**src/rtl/rx_frame_pkg.sv**
```systemverilog
// Shared types and defaults for the 8b/10b receive frame buffer.
package rx_frame_pkg;

    localparam logic [7:0] SOF_DEFAULT     = 8'hFB;
    localparam int         MAX_LEN_DEFAULT = 16;
    localparam int         DEPTH_DEFAULT   = 32;

    typedef enum logic [1:0] {
        ST_IDLE,
        ST_LEN,
        ST_PAYLOAD,
        ST_CHK
    } rxState_e;

    typedef struct packed {
        logic       last;
        logic [7:0] data;
    } fifoEntry_t;

endpackage

```
**src/rtl/rx_frame_buffer_if.sv**
```systemverilog
// Byte stream from the deserializer plus the valid/ready payload stream to the consumer.
interface rx_frame_buffer_if;

    logic [7:0] data_i;
    logic       eob_i;
    logic       code_err_i;
    logic       disp_err_i;
    logic [7:0] m_data_o;
    logic       m_valid_o;
    logic       m_ready_i;
    logic       m_last_o;

    modport master (
        output data_i,
        output eob_i,
        output code_err_i,
        output disp_err_i,
        output m_ready_i,
        input  m_data_o,
        input  m_valid_o,
        input  m_last_o
    );

    modport slave (
        input  data_i,
        input  eob_i,
        input  code_err_i,
        input  disp_err_i,
        input  m_ready_i,
        output m_data_o,
        output m_valid_o,
        output m_last_o
    );

endinterface

```
**src/rtl/frame_fifo.sv**
```systemverilog
// Payload FIFO with a speculative write pointer: bytes become readable only once
// the parser commits the frame, and a rollback discards everything since the last commit.
module frame_fifo
    import rx_frame_pkg::*;
#(
    parameter int DEPTH = DEPTH_DEFAULT
) (
    input  logic                     clk_i,
    input  logic                     rst_ni,
    input  logic                     wrEn_i,
    input  fifoEntry_t               wrEntry_i,
    input  logic                     commit_i,
    input  logic                     rollback_i,
    input  logic                     rdReady_i,
    output fifoEntry_t               rdEntry_o,
    output logic                     rdValid_o,
    output logic [$clog2(DEPTH):0]   free_o
);

    localparam int AW = $clog2(DEPTH);
    localparam int PW = AW + 1;

    fifoEntry_t    mem_q [DEPTH];
    logic [PW-1:0] rdPtr_q;
    logic [PW-1:0] rdPtr_d;
    logic [PW-1:0] specPtr_q;
    logic [PW-1:0] specPtr_d;
    logic [PW-1:0] commitPtr_q;
    logic [PW-1:0] commitPtr_d;
    logic          pop;

    assign rdValid_o = (commitPtr_q != rdPtr_q);
    assign pop       = rdValid_o && rdReady_i;
    assign rdEntry_o = mem_q[rdPtr_q[AW-1:0]];
    assign free_o    = PW'(DEPTH) - (specPtr_q - rdPtr_q);

    always_comb begin
        rdPtr_d     = rdPtr_q;
        specPtr_d   = specPtr_q;
        commitPtr_d = commitPtr_q;
        if (pop) begin
            rdPtr_d = rdPtr_q + PW'(1);
        end
        if (rollback_i) begin
            specPtr_d = commitPtr_q;
        end else if (wrEn_i) begin
            specPtr_d = specPtr_q + PW'(1);
        end
        if (commit_i) begin
            commitPtr_d = specPtr_q;
        end
    end

    always_ff @(posedge clk_i) begin
        if (!rst_ni) begin
            rdPtr_q     <= '0;
            specPtr_q   <= '0;
            commitPtr_q <= '0;
        end else begin
            rdPtr_q     <= rdPtr_d;
            specPtr_q   <= specPtr_d;
            commitPtr_q <= commitPtr_d;
        end
    end

    // Storage needs no reset: nothing is readable until the pointers say so.
    always_ff @(posedge clk_i) begin
        if (wrEn_i) begin
            mem_q[specPtr_q[AW-1:0]] <= wrEntry_i;
        end
    end

endmodule

```
**src/rtl/rx_frame_buffer.sv**
```systemverilog
// Frame parser for SOF/LEN/payload/CHK frames; payload is buffered in frame_fifo
// and released to the consumer only after the checksum byte matches.
module rx_frame_buffer
    import rx_frame_pkg::*;
#(
    parameter int         DEPTH   = DEPTH_DEFAULT,
    parameter int         MAX_LEN = MAX_LEN_DEFAULT,
    parameter logic [7:0] SOF     = SOF_DEFAULT
) (
    input  logic               clk_i,
    input  logic               rst_ni,
    rx_frame_buffer_if.slave   bus,
    output logic               frame_ok_o,
    output logic               frame_drop_o,
    output logic [15:0]        drop_cnt_o
);

    localparam int CW = $clog2(MAX_LEN + 1);

    rxState_e              state_q;
    rxState_e              state_d;
    logic [CW-1:0]         cnt_q;
    logic [CW-1:0]         cnt_d;
    logic [7:0]            chk_q;
    logic [7:0]            chk_d;
    logic                  okPulse_q;
    logic                  okPulse_d;
    logic                  dropPulse_q;
    logic                  dropPulse_d;
    logic [15:0]           dropCnt_q;
    logic [15:0]           dropCnt_d;

    logic                  wrEn;
    fifoEntry_t            wrEntry;
    logic                  commit;
    logic                  rollback;
    fifoEntry_t            rdEntry;
    logic                  rdValid;
    logic [$clog2(DEPTH):0] freeCnt;
    logic                  byteErr;
    logic                  lenBad;

    frame_fifo #(
        .DEPTH(DEPTH)
    ) u_fifo (
        .clk_i      (clk_i),
        .rst_ni     (rst_ni),
        .wrEn_i     (wrEn),
        .wrEntry_i  (wrEntry),
        .commit_i   (commit),
        .rollback_i (rollback),
        .rdReady_i  (bus.m_ready_i),
        .rdEntry_o  (rdEntry),
        .rdValid_o  (rdValid),
        .free_o     (freeCnt)
    );

    assign byteErr = bus.code_err_i || bus.disp_err_i;
    // Space is checked up front so a frame can never overwrite unread data.
    assign lenBad  = (bus.data_i == 8'd0) || (int'(bus.data_i) > MAX_LEN)
                     || (int'(bus.data_i) > int'(freeCnt));

    always_comb begin
        state_d     = state_q;
        cnt_d       = cnt_q;
        chk_d       = chk_q;
        wrEn        = 1'b0;
        wrEntry     = '0;
        commit      = 1'b0;
        okPulse_d   = 1'b0;
        dropPulse_d = 1'b0;
        if (bus.eob_i) begin
            case (state_q)
                ST_IDLE: begin
                    if (bus.data_i == SOF && !byteErr) begin
                        state_d = ST_LEN;
                    end
                end
                ST_LEN: begin
                    if (byteErr || lenBad) begin
                        dropPulse_d = 1'b1;
                        state_d     = ST_IDLE;
                    end else begin
                        cnt_d   = CW'(bus.data_i);
                        chk_d   = bus.data_i;
                        state_d = ST_PAYLOAD;
                    end
                end
                ST_PAYLOAD: begin
                    if (byteErr) begin
                        dropPulse_d = 1'b1;
                        state_d     = ST_IDLE;
                    end else begin
                        wrEn         = 1'b1;
                        wrEntry.data = bus.data_i;
                        wrEntry.last = (cnt_q == CW'(1));
                        chk_d        = chk_q ^ bus.data_i;
                        cnt_d        = cnt_q - CW'(1);
                        if (cnt_q == CW'(1)) begin
                            state_d = ST_CHK;
                        end
                    end
                end
                ST_CHK: begin
                    state_d = ST_IDLE;
                    if (!byteErr && bus.data_i == chk_q) begin
                        commit    = 1'b1;
                        okPulse_d = 1'b1;
                    end else begin
                        dropPulse_d = 1'b1;
                    end
                end
                default: state_d = ST_IDLE;
            endcase
        end
        rollback  = dropPulse_d;
        dropCnt_d = dropCnt_q;
        if (dropPulse_d && dropCnt_q != 16'hFFFF) begin
            dropCnt_d = dropCnt_q + 16'd1;
        end
    end

    always_ff @(posedge clk_i) begin
        if (!rst_ni) begin
            state_q     <= ST_IDLE;
            cnt_q       <= '0;
            chk_q       <= '0;
            okPulse_q   <= 1'b0;
            dropPulse_q <= 1'b0;
            dropCnt_q   <= '0;
        end else begin
            state_q     <= state_d;
            cnt_q       <= cnt_d;
            chk_q       <= chk_d;
            okPulse_q   <= okPulse_d;
            dropPulse_q <= dropPulse_d;
            dropCnt_q   <= dropCnt_d;
        end
    end

    assign bus.m_data_o  = rdEntry.data;
    assign bus.m_last_o  = rdEntry.last;
    assign bus.m_valid_o = rdValid;
    assign frame_ok_o    = okPulse_q;
    assign frame_drop_o  = dropPulse_q;
    assign drop_cnt_o    = dropCnt_q;

endmodule

```
**src/flat_wrapper.sv**
```systemverilog
// flat-port wrapper written by rule: the top's interface ports become plain ports
module rx_frame_buffer_flat import rx_frame_pkg::*;
#(
    parameter int         DEPTH   = DEPTH_DEFAULT,
    parameter int         MAX_LEN = MAX_LEN_DEFAULT,
    parameter logic [7:0] SOF     = SOF_DEFAULT
)
  (clk_i, rst_ni, frame_ok_o, frame_drop_o, drop_cnt_o, bus_data_i, bus_eob_i, bus_code_err_i, bus_disp_err_i, bus_m_ready_i, bus_m_data_o, bus_m_valid_o, bus_m_last_o);
  rx_frame_buffer_if bus_i ();
  input  logic clk_i;
  input  logic rst_ni;
  output logic frame_ok_o;
  output logic frame_drop_o;
  output logic [15:0] drop_cnt_o;
  input wire logic [$bits(bus_i.data_i)-1:0] bus_data_i;
  input wire logic [$bits(bus_i.eob_i)-1:0] bus_eob_i;
  input wire logic [$bits(bus_i.code_err_i)-1:0] bus_code_err_i;
  input wire logic [$bits(bus_i.disp_err_i)-1:0] bus_disp_err_i;
  input wire logic [$bits(bus_i.m_ready_i)-1:0] bus_m_ready_i;
  output wire logic [$bits(bus_i.m_data_o)-1:0] bus_m_data_o;
  output wire logic [$bits(bus_i.m_valid_o)-1:0] bus_m_valid_o;
  output wire logic [$bits(bus_i.m_last_o)-1:0] bus_m_last_o;
  assign bus_i.data_i = bus_data_i;
  assign bus_i.eob_i = bus_eob_i;
  assign bus_i.code_err_i = bus_code_err_i;
  assign bus_i.disp_err_i = bus_disp_err_i;
  assign bus_i.m_ready_i = bus_m_ready_i;
  assign bus_m_data_o = bus_i.m_data_o;
  assign bus_m_valid_o = bus_i.m_valid_o;
  assign bus_m_last_o = bus_i.m_last_o;
  rx_frame_buffer #(.DEPTH(DEPTH), .MAX_LEN(MAX_LEN), .SOF(SOF)) u_core (.clk_i(clk_i), .rst_ni(rst_ni), .bus(bus_i), .frame_ok_o(frame_ok_o), .frame_drop_o(frame_drop_o), .drop_cnt_o(drop_cnt_o));
endmodule
```
**config.mk**
```make
export PLATFORM = sky130hd
export DESIGN_NAME = rx_frame_buffer_flat
export DESIGN_NICKNAME = d
export VERILOG_FILES = /design/src/rtl/rx_frame_pkg.sv /design/src/rtl/rx_frame_buffer_if.sv /design/src/rtl/frame_fifo.sv /design/src/rtl/rx_frame_buffer.sv /design/src/flat_wrapper.sv
export SDC_FILE = /design/constraint.sdc
export NUM_CORES = 1
export LEC_CHECK = 0
export ABC_AREA = 1
export CAP_MARGIN = 20
export CORE_ASPECT_RATIO = 0.6
export CORE_UTILIZATION = 45
export DETAILED_ROUTE_END_ITERATION = 7
export GPL_TIMING_DRIVEN = 0
export RECOVER_POWER = 50
export SYNTH_ARGS = -nofsm -noshare
export SYNTH_HDL_FRONTEND = slang
export SYNTH_SLANG_ARGS = --single-unit
```
**constraint.sdc**
```tcl
create_clock -name clk_i -period 4.34 [get_ports clk_i]
set_input_delay 1.085 -clock clk_i [delete_from_list [all_inputs] [get_ports clk_i]]
set_output_delay 1.085 -clock clk_i [all_outputs]
set_load 0.02 [all_outputs]
```
After elaboration in Yosys (flattened, before gate mapping)

Memory sizes are Yosys's and may differ from the RTL's. A register that Yosys moved wholly into a read port is not among the register bits.
Index checks and enable logic that the tools add are counted.

$add $sub $neg: 6
Multiply operators: 0
Div/mod/pow operators: 0
Order comparisons: 2
Equal/unequal tests: 12
Shifts and indexed selects: 0
Multiplexer cells: 31
Bitwise logic cells: 1
Reduce and logical (&&, ||, !) cells: 15

Operators with widths:

| kind                                                | number |
|---|---|
| 2-to-1 mux 9 bit                                    | 3 |
| 2-to-1 mux 5 bit                                    | 4 |
| adder 16 x 1 -> 16 bit, second input constant       | 1 |
| 2-to-1 mux 8 bit                                    | 2 |
| inequality test 16 bit, second input constant       | 1 |
| case mux 8 bit (2 select lines)                     | 1 |
| adder 6 x 1 -> 6 bit, second input constant         | 2 |
| 2-to-1 mux 1 bit                                    | 12 |
| 2-to-1 mux 6 bit                                    | 2 |
| case mux 5 bit (2 select lines)                     | 1 |
| equality test 8 bit                                 | 1 |
| equality test 8 bit, second input constant          | 1 |
| > comparator 8 x 5 -> 1 bit, second input constant  | 1 |
| > comparator 8 x 6 -> 1 bit                         | 1 |
| logical NOT 8 bit                                   | 1 |
| 2-to-1 mux 2 bit                                    | 4 |
| case mux 2 bit (4 select lines)                     | 1 |
| XOR 8 bit                                           | 1 |
| inequality test 6 bit                               | 1 |
| subtractor 6 bit                                    | 1 |
| subtractor 6 bit, first input constant              | 1 |
| equality test 5 x 1 -> 1 bit, second input constant | 1 |
| subtractor 5 x 1 -> 5 bit, second input constant    | 1 |
| equality test 2 bit, second input constant          | 2 |
| 12 further kinds                                    | 20 |

Register bits after elaboration: 51
Bits in latches: 0
RAM bits: 288
Memory bits (read-only): 0
Bits of input ports: 14
Memories kept: 1

Memory list:

| memory              | depth | bits a word | read ports | clocked after memory_dff | wr ports | RTL line         | source |
|---|---|---|---|---|---|---|---|
| u_core.u_fifo.mem_q | 32    | 9           | 1          | 1                        | 1        | frame_fifo.sv:23 | `fifoEntry_t mem_q [DEPTH];` |

Depth between registers and ports, before layout

Depth after elaboration: 9
Mapped depth: 23
Depth with buffers taken out: 22

Cells and area by module

A second synthesis with hierarchy kept.

Cells, all modules: 1612
Area, all modules: 15703.8 µm²

Modules (own cells, without submodules):

| module          | instances | cells each | area each (µm²) | sequential area each (µm²) |
|---|---|---|---|---|
| frame_fifo      | 1         | 1198       | 13090.1         | 9108.7 |
| rx_frame_buffer | 1         | 414        | 2613.8          | 660.6 |

Worst setup path after synthesis

Ideal clock, no wire load.

Path type: reg2reg
Start: reg u_core.u_fifo.specPtr_q[1]
End: reg u_core.dropCnt_q[11], in the netlist u_core.drop_cnt_o[11]
Library setup time: 0.136 ns
Data arrival time: 2.955 ns
Path slack: 1.249 ns
Stages on the path, launching flop included: 20
Buffers on the path: 2
Path through: dfxtp_1 > inv_1 > ha_1 > ha_1 > fa_1 > nand2_1 > nand2_1 > a21oi_1 > xor2_1 > ha_1 > a211oi_1 > nand2_1 > nand2_1 > nand2_1 > nand2_1 > nand2_2 > buf_4 > buf_4 > nand4_1 > a21oi_2

Longest elaborated chain between the ends: 9

RTL lines:

| what                            | RTL line               | source |
|---|---|---|
| start: declaration              | frame_fifo.sv:26       | `logic [PW-1:0] specPtr_q;` |
| start signal: assignment        | frame_fifo.sv:61       | `specPtr_q <= specPtr_d;` |
| subtractor 6 bit (2 in a row)   | frame_fifo.sv:35       | `assign free_o = PW'(DEPTH) - (specPtr_q - rdPtr_q);` |
| > comparator 8 x 6 -> 1 bit     | rx_frame_buffer.sv:61  | `\|\| (int'(bus.data_i) > int'(freeCnt));` |
| logical OR 1 bit                | rx_frame_buffer.sv:61  |  |
| logical OR 1 bit                | rx_frame_buffer.sv:80  | `if (byteErr \|\| lenBad) begin` |
| 2-to-1 mux 1 bit                | rx_frame_buffer.sv:80  |  |
| case mux 1 bit (3 select lines) | rx_frame_buffer.sv:73  | `case (state_q)` |
| 2-to-1 mux 1 bit                | rx_frame_buffer.sv:72  | `if (bus.eob_i) begin` |
| logical AND 1 bit               | rx_frame_buffer.sv:118 | `if (dropPulse_d && dropCnt_q != 16'hFFFF) begin` |
| end signal: assignment          | rx_frame_buffer.sv:137 | `dropCnt_q <= dropCnt_d;` |
| end: declaration                | rx_frame_buffer.sv:30  | `logic [15:0] dropCnt_q;` |

Every way passes these cells.
A chain may end at the register's enable or synchronous reset.

==> impl_metrics.py <==
metrics = {
    "clock_network": {
        "clk_pin_slew_ns": 0.06,
        "insertion_delay_ns": 0.54,
        "cts_buffer_depth": 3,
        "clock-sinks": 344,
        "htree_levels": 2,
        "cts_tree": "done",
        "cts_buffers": 34,
        "root_buffer": "clkbuf_16",
    },
    "synthesis": {
        "ys_seq_area_share_pct": 65.5,
        "synth.largest_area_cell": "edfxtp_1",
        "syn_area_mm2": 0.0149,
        "synthArstFlopShare_pct": 0,
        "post-synth-top-count-cell": "edfxtp_1",
        "ys_warn_count": 0,
        "ys_ff_latch": 344,
        "syn_avg_cell_area_um2": 11.1,
        "syn-num-nets": 1391,
        "synth_cell_types": 38,
        "yosysTopAreaCellShare_pct": 58.0,
        "synthTopCellsByArea": "edfxtp_1 (58%), dfxtp_1 (7.5%), nor2_1 (6.4%)",
        "syn_inst": 1348,
        "synth_common_cells": "edfxtp_1 (288), nor2_1 (256), o21ai_0 (187), nand2_1 (113), inv_1 (66)",
        "synth_edf_count": 288,
        "synth-main-ff-cell": "edfxtp_1",
    },
    "floorplan": {
        "dieArea_mm2": 0.0339,
        "core_mm2": 0.0325,
        "die_h_um": 143,
        "die_w_um": 237,
        "rows": 51,
        "start_util_pct": 45.9,
        "ioPinCount": 42,
    },
    "placement": {
        "port_buffers": 40,
        "gp_congestion": 0.908,
        "dp_cells": 1821,
        "dp_slack_ns": -0.159,
        "placed_area_mm2": 0.0161,
        "dp_hpwl_um": 29800,
    },
    "global_route": {
        "grt_pass1_wl_um": 65300,
        "grt_usage_pct": 26.2,
        "grt_start_max_net_pins": 33,
        "grt_overflow_total": 0,
        "antenna_found_initial": 1,
        "grt_pass1_vias": 10500,
    },
    "timing": {
        "skew_ns": 0.0198,
        "worst_slew_pin_slew_ns": 1.17,
        "period_needed_ns": 4.30,
        "setup_viol": 0,
        "setup_tns_ns": 0,
        "final_hold_viol_count": 0,
        "holdWs_ns": 0.481,
        "period_share_pct": 99.1,
        "maxSlewHeadroom_pct": 21.4,
        "maxSlewViolCount": 0,
        "rsz0062_at_grt": "no",
        "fmax_mhz": 233,
        "layout_setup_ws_ns": 0.0404,
    },
    "hold_path": {
        "hold_path.class": "register to register",
    },
    "drt": {
        "routed_wl_um": 43500,
        "initialDrtViolationCount": 1349,
        "drt-wirelength-per-cell_um": 23.1,
        "num_vias": 11000,
        "firstDrtPassIters": 6,
        "drc": 0,
        "drt-vias-per-instance": 5.85,
        "drtAntennaViolNets": 0,
    },
    "final_layout": {
        "drive_gt1_share_pct": 9.93,
        "utilization_pct": 52.9,
        "nets": 1477,
        "area_delta_synth_final_pct": 15.3,
        "layout.cells.non_filler": 1885,
        "finalInstanceArea_mm2": 0.0172,
    },
    "setup_path": {
        "crit_type": "register to output port",
        "crit_required_ns": 3.25,
        "worstPathMaxFanout": 10,
        "crit_arrival_ns": 3.21,
        "start_kind": "register",
        "critPathCaptureType": "output port",
    },
    "pwr": {
        "finalPower_mw": 6.91,
        "power_leakage_nw": 5.42,
        "irDropWorstVdd_uv": 267,
        "pwr_density_cell_mw_per_mm2": 402,
    },
    "outcome": {
        "status": "finished clean",
    },
    "job": {
        "drv_cap": 0,
    },
}
-- worst paths after layout --
path | start | end | slack, ns | cells after the start
max | register | bus_m_data_o[0] | 0.04 | 9
max reg2reg | u_core.state_q[0]$_SDFFE_PN0P_ | u_core.u_fifo.mem_q[20][3]$_DFFE_PP_ | 0.66 | 10
min reg2reg | u_core.chk_q[4]$_SDFFE_PN0P_ | u_core.chk_q[4]$_SDFFE_PN0P_ | 0.48 | 2
min | u_core.chk_q[4]$_SDFFE_PN0P_ | u_core.chk_q[4]$_SDFFE_PN0P_ | 0.48 | 2
-- report_power, final --
| group | internal (mW) | total [mW] | switching (mW) |
|---|---|---|---|
| Sequential | 3.53 | 3.53 | 0.00470 |
| Clock | 1.75 | 3.05 | 1.30 |
| Combinational | 0.0954 | 0.327 | 0.232 |
-- placed cells by master (no fill, tap or decap), types with 28 or more instances in the layout --
master / netlist / routed
a21oi_1: 46 / 44
clkbuf_16: 0 / 37
nand3_1: 52 / 51
dfxtp_1: 56 / 55
o221ai_1: 52 / 49
nand2_1: 113 / 113
clkbuf_1: 61 / 35
inv_1: 66 / 65
ha_1: 28 / 28
o21ai_0: 187 / 187
edfxtp_1: 288 / 288
clkbuf_2: 0 / 30
nor2_1: 256 / 253
-- metal layers --
| layer | vias up | wire length [µm] | GRT usage (%) |
|---|---|---|---|
| li1 | 5038 | - | - |
| met4 | 0 | 622 | 5.91 |
| met3 | 56 | 5500 | 8.78 |
| met5 | - | 0 | 0 |
| met1 | 5367 | 20400 | 40.1 |
| met2 | 575 | 17000 | 35.3 |
-- area by class of cell --
type                    count  area [µm²]
diodes                      1        2.50
clock inverters            20         176
multi-input cells         859        4600
well taps                 424         531
fillers                  2784       15300
repair buffers             51         504
inverters                  69         260
plain buffers              75         390
clock buffers              42         955
flip-flops and latches    344        9770
-- critical path, cell delays in order, from the launching register on --
cell             delay (ns)
dfxtp_1                0.29
buf_2                  0.20
inv_2                  0.18
clkbuf_4               0.25
buf_2                  0.28
o21ai_0                0.13
o221ai_1               0.28
a31oi_1                0.19
a21oi_1                0.24
clkdlybuf4s50_1        0.63
-- state kept, by name, indices dropped and copies added, names as in the netlist, named ones only --
register                   flops
u_core.u_fifo.mem_q          288
u_core.drop_cnt_o             16
u_core.chk_q                   8
u_core.u_fifo.commitPtr_q      6
u_core.u_fifo.rdPtr_q          6
u_core.u_fifo.specPtr_q        6
u_core.cnt_q                   5
u_core.state_q                 2
u_core.frame_drop_o            1
u_core.frame_ok_o              1
-- repair_timing --
item / 4_1_cts / 5_1_grt
hold buffers: 0 / 0
resized for setup: 36 / 45
buffers inserted: 0 / 0
setup endpoints to repair: 9 / 8
hold endpoints to repair: 0 / 0
-- cells by family after synthesis --
kind of cell    Yosys count  share of synthesized area (%)
compound gates          337                           13.3
xor+xnor                 28                           1.65
fa+ha+maj                29                           2.48
buf+inv                 145                           3.91
flops                   344                           65.5
simple gates            465                           13.1
Power figures use the tool's default switching activity.
